===== config.mk =====
export PLATFORM = sky130hd
export DESIGN_NAME = hazard_fwd_ctrl
export DESIGN_NICKNAME = d
export VERILOG_FILES = /design/src/rtl/hazard_fwd_ctrl.sv
export SDC_FILE = /design/constraint.sdc
export NUM_CORES = 1
export LEC_CHECK = 0
export CAP_MARGIN = 20
export CORE_AREA = 2 2 46 48
export CTS_CLUSTER_SIZE = 14
export DETAILED_ROUTE_END_ITERATION = 12
export DIE_AREA = 0 0 48 50
export GPL_ROUTABILITY_DRIVEN = 0
export PLACE_DENSITY_LB_ADDON = 0.25
export RECOVER_POWER = 50
export SLEW_MARGIN = 30
export SYNTH_ARGS = -nofsm -noshare
export SYNTH_HDL_FRONTEND = slang
export SYNTH_SLANG_ARGS = --single-unit

===== constraint.sdc =====
create_clock -name clk -period 2.85 [get_ports clk]
set_input_delay 0.7125 -clock clk [delete_from_list [all_inputs] [get_ports clk]]
set_output_delay 0.7125 -clock clk [all_outputs]
set_load 0.005 [all_outputs]

===== src/rtl/hazard_fwd_ctrl.sv =====
// Hazard and forwarding controller for the 5-stage MIPS pipeline: load-use
// stall sequencing, branch flush, memory-busy freeze and EX operand forwarding.
module hazard_fwd_ctrl #(
  parameter int REG_AW    = 5,
  parameter int LU_STALLS = 1
) (
  input  logic              clk,
  input  logic              reset,
  input  logic [REG_AW-1:0] id_rs,
  input  logic [REG_AW-1:0] id_rt,
  input  logic              id_uses_rs,
  input  logic              id_uses_rt,
  input  logic [REG_AW-1:0] ex_rd,
  input  logic              ex_regwrite,
  input  logic              ex_memread,
  input  logic [REG_AW-1:0] mem_rd,
  input  logic              mem_regwrite,
  input  logic              branch_taken,
  input  logic              mem_busy,
  output logic              pc_write,
  output logic              ifid_write,
  output logic              ifid_flush,
  output logic              idex_write,
  output logic              idex_bubble,
  output logic [1:0]        fwd_a_sel,
  output logic [1:0]        fwd_b_sel,
  output logic              stall_active
);

  typedef enum logic {RUN, STALL} state_t;

  localparam bit        MULTI_STALL = (LU_STALLS > 1);
  localparam logic [1:0] CNT_INIT   = (LU_STALLS > 1) ? 2'(LU_STALLS - 2) : 2'd0;

  state_t     state, state_nxt;
  logic [1:0] cnt, cnt_nxt;
  logic       lu_hz;
  logic [1:0] fwd_a_p0, fwd_b_p0;
  logic [1:0] fwd_a_p1, fwd_b_p1;

  // EX match wins over MEM match; register 0 is never a forwarding source.
  function automatic logic [1:0] fwd_select(
    input logic [REG_AW-1:0] src,
    input logic [REG_AW-1:0] e_rd,
    input logic              e_rw,
    input logic [REG_AW-1:0] m_rd,
    input logic              m_rw
  );
    if (e_rw && (e_rd != '0) && (e_rd == src))
      return 2'b01;
    else if (m_rw && (m_rd != '0) && (m_rd == src))
      return 2'b10;
    else
      return 2'b00;
  endfunction

  assign lu_hz = ex_memread && ex_regwrite && (ex_rd != '0) &&
                 ((id_uses_rs && (ex_rd == id_rs)) || (id_uses_rt && (ex_rd == id_rt)));

  assign fwd_a_p0 = fwd_select(id_rs, ex_rd, ex_regwrite, mem_rd, mem_regwrite);
  assign fwd_b_p0 = fwd_select(id_rt, ex_rd, ex_regwrite, mem_rd, mem_regwrite);

  always_comb begin
    pc_write     = 1'b1;
    ifid_write   = 1'b1;
    ifid_flush   = 1'b0;
    idex_write   = 1'b1;
    idex_bubble  = 1'b0;
    stall_active = 1'b0;
    state_nxt    = state;
    cnt_nxt      = cnt;
    if (reset) begin
      pc_write    = 1'b0;
      ifid_write  = 1'b0;
      ifid_flush  = 1'b1;
      idex_bubble = 1'b1;
      state_nxt   = RUN;
      cnt_nxt     = 2'd0;
    end else if (mem_busy) begin
      pc_write   = 1'b0;
      ifid_write = 1'b0;
      idex_write = 1'b0;
    end else begin
      case (state)
        STALL: begin
          pc_write     = 1'b0;
          ifid_write   = 1'b0;
          idex_bubble  = 1'b1;
          stall_active = 1'b1;
          if (cnt == 2'd0) state_nxt = RUN;
          else             cnt_nxt   = cnt - 2'd1;
        end
        RUN: begin
          if (lu_hz) begin
            // First bubble is issued immediately; a pending branch is ignored
            // because its compare operands are not valid yet.
            pc_write     = 1'b0;
            ifid_write   = 1'b0;
            idex_bubble  = 1'b1;
            stall_active = 1'b1;
            if (MULTI_STALL) begin
              state_nxt = STALL;
              cnt_nxt   = CNT_INIT;
            end
          end else if (branch_taken) begin
            ifid_flush = 1'b1;
          end
        end
        default: begin
          state_nxt = RUN;
          cnt_nxt   = 2'd0;
        end
      endcase
    end
  end

  always_ff @(posedge clk) begin
    if (reset) begin
      state <= RUN;
      cnt   <= 2'd0;
    end else begin
      state <= state_nxt;
      cnt   <= cnt_nxt;
    end
  end

  // ID -> EX boundary: reset forces a bubble load, which clears the selects.
  always_ff @(posedge clk) begin
    if (idex_write) begin
      fwd_a_p1 <= idex_bubble ? 2'b00 : fwd_a_p0;
      fwd_b_p1 <= idex_bubble ? 2'b00 : fwd_b_p0;
    end
  end

  assign fwd_a_sel = fwd_a_p1;
  assign fwd_b_sel = fwd_b_p1;

endmodule


==> results of run 1 <==
## worst min-delay path, cell delays in order (launching register included)
cell and delay (ns):
dfxtp_1 0.31, nor2_1 0.10, a211oi_1 0.05
## placed cells by master (no fill, tap or decap), types with 2 or more instances in the layout
| cell | count |
|---|---|
| nand2_1 | 4 |
| inv_1 | 4 |
| xor2_1 | 10 |
| dlymetal6s2s_1 | 2 |
| clkbuf_2 | 3 |
| clkbuf_1 | 2 |
| a211oi_1 | 2 |
| buf_4 | 28 |
| nor2_1 | 5 |
| nor3_1 | 4 |
| dfxtp_1 | 3 |
| dlygate4sd2_1 | 2 |
| nand3_1 | 3 |
| buf_6 | 7 |
| nor4_1 | 3 |
| xnor2_2 | 4 |
| clkdlybuf4s50_1 | 15 |
| buf_8 | 2 |
| edfxtp_1 | 4 |
| xnor2_1 | 5 |
| buf_2 | 7 |
| clkbuf_4 | 3 |
| xor2_2 | 2 |
| or3_1 | 2 |
## metrics by stage
| stage | setup WS [ns] | TNS, ns | total power (W) | area, sq um | utilization |
|---|---|---|---|---|---|
| detailed placement | -0.825 | -3.75 | 0.000240 | 1200 | 0.631 |
| global placement | -0.811 | -3.68 | 0.000237 | 1200 | 0.631 |
| finish | -0.0532 | -0.153 | 0.000350 | 1380 | 0.726 |
| floorplan | 0.0603 | 0 | 0.000150 | 643 | - |
| CTS | -0.00293 | -0.00293 | 0.000346 | 1360 | 0.715 |
| global route | -0.106 | -0.389 | 0.000372 | 1380 | 0.726 |
## cells by family after synthesis
group	after synthesis	synth area share
AND/OR/NAND/NOR	30	0.265
XOR/XNOR	21	0.286
AO/OA/AOI/OAI	7	0.103
flip-flops	7	0.280
buffers and inverters	6	0.0467
adder cells (fa/ha/maj)	1	0.0195
## sequential cells by signal, indices dropped and copies added (netlist names)
| name | flops |
|---|---|
| cnt | 2 |
| state | 1 |
| fwd_a_sel | 2 |
| fwd_b_sel | 2 |
## where the power goes
part / switching [W] / total (W) / internal, W
clock network: 0.0000365 / 0.0000899 / 0.0000534
registers: 0.000000693 / 0.000110 / 0.000110
logic: 0.0000575 / 0.000150 / 0.0000923
## routing by layer
layer / vias up / track usage / routed length [um]
met5: - / 0 / 0
met4: 0 / 0.0946 / 59
met3: 6 / 0.0366 / 110
met2: 34 / 0.384 / 1300
met1: 392 / 0.263 / 892
li1: 400 / - / -
## final timing paths
| path | depth (start not counted) | slack [ns] | endpoint | startpoint |
|---|---|---|---|---|
| worst max register to register | 6 | 1.23 | fwd_b_sel[1] | state |
| worst min-delay path | 2 | 0.51 | cnt[1] | cnt[1] |
| worst min register to register | 2 | 0.51 | cnt[1] | cnt[1] |
| worst max-delay path | 6 | -0.05 | idex_bubble | ex_rd[3] |
## cells in the mapped netlist
cell,instances,area [sq um]
xor2_1,12,105
xnor2_1,9,78.8
nor2_1,5,18.8
edfxtp_1,4,120
inv_1,4,15.0
nand2_1,4,15.0
nor3_1,4,20.0
nor4_1,4,25.0
a211oi_1,3,22.5
dfxtp_1,3,60.1
nand3_1,3,15.0
buf_4,2,15.0
nor4b_1,2,17.5
or3_1,2,12.5
a211oi_2,1,12.5
a21o_2,1,8.76
a41o_1,1,10.0
ha_1,1,12.5
nand2b_1,1,6.26
nand4_1,1,6.26
o211ai_2,1,12.5
or2_2,1,6.26
or3b_1,1,8.76
or4_1,1,7.51
or4_4,1,11.3
## layout make-up
cell class / count / area, sq um / area share
timing repair buffer: 70 / 597 / 0.432
tap: 27 / 33.8 / 0.0245
multi-input combinational: 59 / 529 / 0.383
inverter: 4 / 15.0 / 0.0109
clock buffer: 4 / 26.3 / 0.0190
sequential: 7 / 180 / 0.130
## timing repair
action	4_1_cts	5_1_grt
gates resized for setup	78	21
buffers inserted	12	0
pin swaps	18	14
endpoints found under the setup margin	5	6
==> flow_metrics.py, run 1 <==
metrics = {
    "run_status": {
        "status": "complete, but fails checks",
        "violations": "negative setup slack",
    },
    "critical_path": {
        "start_kind": "primary input",
        "slowest_delay_ns": 0.57,
        "worstPathCellList": "buf_8, or4_4, o211ai_4, a211oi_4, or3_1, buf_2",
        "slowest_stage": "or4_4",
        "arrival_ns": 2.19,
        "required_ns": 2.14,
        "crit_buf_inv": 2,
        "path_class": "in -> out",
        "crit_family": "simple AND/OR/NAND/NOR gates",
        "cp-end-kind": "primary output",
        "critPathMaxFanout": 3,
    },
    "cells_and_area": {
        "final_cells": 171,
        "syn2layout_area_growth_pct": 115,
        "fillers": 138,
        "num_antenna_cells": 0,
        "drive_above_1_share": 0.451,
        "layout.nets": 175,
    },
    "drt": {
        "wirelength_um": 2370,
        "drt_iter0_drc": 19,
        "ant_nets": 0,
        "dr.pass1.iters": 4,
        "wire_per_inst_um": 13.8,
        "avgViaCountPerCell": 4.87,
        "drc": 0,
        "num_vias": 832,
    },
    "placed_design": {
        "hpwlAfterDp_um": 1620,
        "dp.cells": 156,
        "placement.io_buffers": 38,
    },
    "sta": {
        "hold_viol_final": 0,
        "timing.hold.ws_ns": 0.512,
        "finalSetupViolCount": 4,
        "final.setup_skew_ns": 0.00128,
        "fin_ws_ns": -0.0532,
        "fin_crit_sh": 1.02,
        "rsz0062_at_grt": "true",
        "maxSlewHeadroom": 0.725,
        "fmax_ghz": 0.344,
        "worst_slew_pin_slew_ns": 0.412,
        "layout_min_cycle_time_ns": 2.90,
        "slew_viol_final": 0,
    },
    "grt": {
        "grt_usage": 0.225,
        "antenna_found_initial": 0,
        "grt_overflow_total": 0,
        "grt_max_degree": 8,
        "grt_pass1_vias": 841,
        "grt_pass1_wl_um": 3840,
    },
    "synthesis": {
        "syn_inst": 72,
        "postSynthAreaPerCell_sq_um": 8.93,
        "netlist-cell-type-count": 25,
        "synth_area_sq_um": 643,
        "yosysSeqAreaShare": 0.280,
        "synth_nets": 102,
        "synth_seq_cells": 7,
        "yosys_warnings": 0,
    },
    "run": {
        "cap_violations": 0,
    },
    "power": {
        "p_per_area_mw_per_mm2": 253,
        "leakagePower_nw": 0.609,
        "ir_drop_uv": 150,
    },
    "worst_hold_path": {
        "hold_path_class": "reg -> reg",
    },
    "clock_tree": {
        "clk_path_buf_depth": 2,
        "clk_pin_slew_worst_paths_ns": 0.05,
        "cts_tree": "done",
        "worstSkewPairLatency_ns": 0.25,
        "htree_levels": 1,
        "cts_buffers": 3,
        "root_buffer": "clkbuf_4",
        "hold_buffers": 0,
        "numClockSinks": 7,
    },
    "die": {
        "chipWidth_um": 48,
        "io_pins": 39,
        "fp-row-count": 16,
        "core_sq_mm": 0.00190,
        "fp.dieH_um": 50,
        "initial_core_util": 0.338,
        "die_area_sq_mm": 0.00240,
    },
}
Power figures use the tool's default switching activity.
==> inputs of run 2 (changes only) <==
SETUP_SLACK_MARGIN = 0.4   (was unset)
==> run 2 against run 1 <==
  * The run still ends with negative setup slack left
  * First-iteration DRC count fell by 58%
  * Clock power is 2% lower
  * Routed wire length is 15% lower
  * Sequential share of layout area up 0.83 points
  * Critical endpoint is now ifid_flush
  * Largest power group unchanged
  * Highest routed layer unchanged
==> flow_metrics.py, run 2 (synthesized netlist as in run 1, its figures left out) <==
metrics = {
    "power": {
        "leakagePower_nw": 0.546,
        "ir_drop_uv": 151,
        "fin_total_pwr_w": 0.000329,
        "power_frac_clock": 0.268,
        "pwr-share-comb": 0.397,
        "p_switching_w": 0.0000848,
        "intPower_w": 0.000245,
        "p_per_area_mw_per_mm2": 254,
        "pwr-share-seq": 0.335,
        "switching_share": 0.258,
    },
    "grt": {
        "grt_pass1_vias": 828,
        "grt_max_degree": 8,
        "grt_usage": 0.189,
        "antenna_found_initial": 0,
        "grt_overflow_total": 0,
        "grt_pass1_wl_um": 3260,
    },
    "die": {
        "fp-row-count": 16,
        "initial_core_util": 0.338,
        "die_area_sq_mm": 0.00240,
        "io_pins": 39,
        "chipWidth_um": 48,
        "core_sq_mm": 0.00190,
        "fp.dieH_um": 50,
    },
    "clock_tree": {
        "hold_buffers": 0,
        "clk_pin_slew_worst_paths_ns": 0.05,
        "worstSkewPairLatency_ns": 0.25,
        "clk_path_buf_depth": 2,
        "htree_levels": 1,
        "root_buffer": "clkbuf_4",
        "numClockSinks": 7,
        "cts_tree": "done",
        "cts_buffers": 3,
    },
    "drt": {
        "num_vias": 795,
        "wirelength_um": 2000,
        "ant_nets": 0,
        "top_layer_used": "met4",
        "wl_met3_um": 92,
        "wire_per_inst_um": 12.0,
        "wl_met1_um": 781,
        "drc": 0,
        "wl_met2_um": 1090,
        "drt_iter0_drc": 8,
        "dr.pass1.iters": 4,
        "avgViaCountPerCell": 4.76,
    },
    "sta": {
        "setup_tns_ns": -0.219,
        "fmax_ghz": 0.341,
        "final.setup_skew_ns": 0.00289,
        "fin_crit_sh": 1.03,
        "finalSetupViolCount": 5,
        "rsz0062_at_grt": "true",
        "worst_slew_pin_slew_ns": 0.368,
        "fin_ws_ns": -0.0791,
        "layout_min_cycle_time_ns": 2.93,
        "hold_viol_final": 0,
        "maxSlewHeadroom": 0.753,
        "slew_viol_final": 0,
    },
    "placed_design": {
        "placement.io_buffers": 38,
        "hpwlAfterDp_um": 1570,
    },
    "critical_path": {
        "critPathMaxFanout": 2,
        "arrival_ns": 2.22,
        "crit_top_cell": "clkdlybuf4s15_2",
        "cp-end-kind": "primary output",
        "worstPathCellList": "clkdlybuf4s15_2, xnor2_1, nand4_1, or2_4, a21o_2, a41o_1, clkdlybuf4s15_2",
        "required_ns": 2.14,
        "slowest_delay_ns": 0.28,
        "path_class": "in -> out",
        "slowest_stage": "or2_4",
        "start_kind": "primary input",
    },
    "cells_and_area": {
        "num_antenna_cells": 0,
        "layout.nets": 171,
        "mostFrequentLayoutCell": "buf_4",
        "syn2layout_area_growth_pct": 102,
        "final_cell_mix": "25 x buf_4, 15 x clkdlybuf4s50_1, 11 x xor2_1",
        "fillers": 151,
        "drive_above_1_share": 0.414,
    },
    "run": {
        "cap_violations": 0,
    },
    "run_status": {
        "status": "complete, but fails checks",
        "violations": "negative setup slack",
    },
    "worst_hold_path": {
        "hold_path_class": "reg -> reg",
    },
}
==> run 2: path summary, 6_finish.rpt <==
kind / from / endpoint / slack [ns] / depth (start not counted)
worst max-delay path: id_rt[2] / ifid_flush / -0.08 / 7
worst min-delay path: cnt[1] / cnt[1] / 0.49 / 2
worst max register to register: state / fwd_b_sel[1] / 1.32 / 6
worst min register to register: cnt[1] / cnt[1] / 0.49 / 2
==> run 2: critical path, delay by kind of cell <==
kind / cells / cell delay (ns)
buffers and inverters: 2 / 0.40
XOR/XNOR: 1 / 0.19
AND/OR/NAND/NOR: 2 / 0.46
AO/OA/AOI/OAI: 2 / 0.46
==> run 2: final cells by class <==
cell class / count / area [sq um] / area share
Timing Repair Buffer: 66 / 567 / 0.436
Clock buffer: 4 / 26.3 / 0.0202
Tap cell: 27 / 33.8 / 0.0260
Inverter: 4 / 15.0 / 0.0116
Sequential cell: 7 / 180 / 0.139
Multi-Input combinational cell: 59 / 477 / 0.367
==> run 2: layer usage <==
layer	track usage	vias to the layer above
met2	0.329	30
met4	0.108	0
met3	0.0330	5
li1	-	394
met1	0.199	366
met5	0	-
==> run 2: per-stage QoR <==
stage	instance area [sq um]	setup WS, ns	cells	util	hold WS (ns)
2_1_floorplan	658	0.239	72	-	0.478
5_1_grt	1300	-0.169	167	0.683	0.517
6_report	1300	-0.0791	167	0.683	0.489
3_3_place_gp	1220	-0.745	157	0.643	0.482
4_1_cts	1250	-0.0386	165	0.657	0.496
3_5_place_dp	1220	-0.776	157	0.643	0.492
==> run 2: what timing repair did <==
item	in CTS	in global routing
pin swaps	19	8
setup buffers	4	2
endpoints found under the setup margin	10	5
gates resized for setup	81	12
cloned	0	0
==> run 2: power groups by stage <==
stage | Combinational (W) | Clock, W | Sequential [W]
floorplan | 0.0000391 | 0 | 0.000113
global placement | 0.000126 | 0 | 0.000112
detailed placement | 0.000128 | 0 | 0.000112
CTS | 0.000124 | 0.0000913 | 0.000110
global route | 0.000141 | 0.0000910 | 0.000111
finish | 0.000131 | 0.0000883 | 0.000110
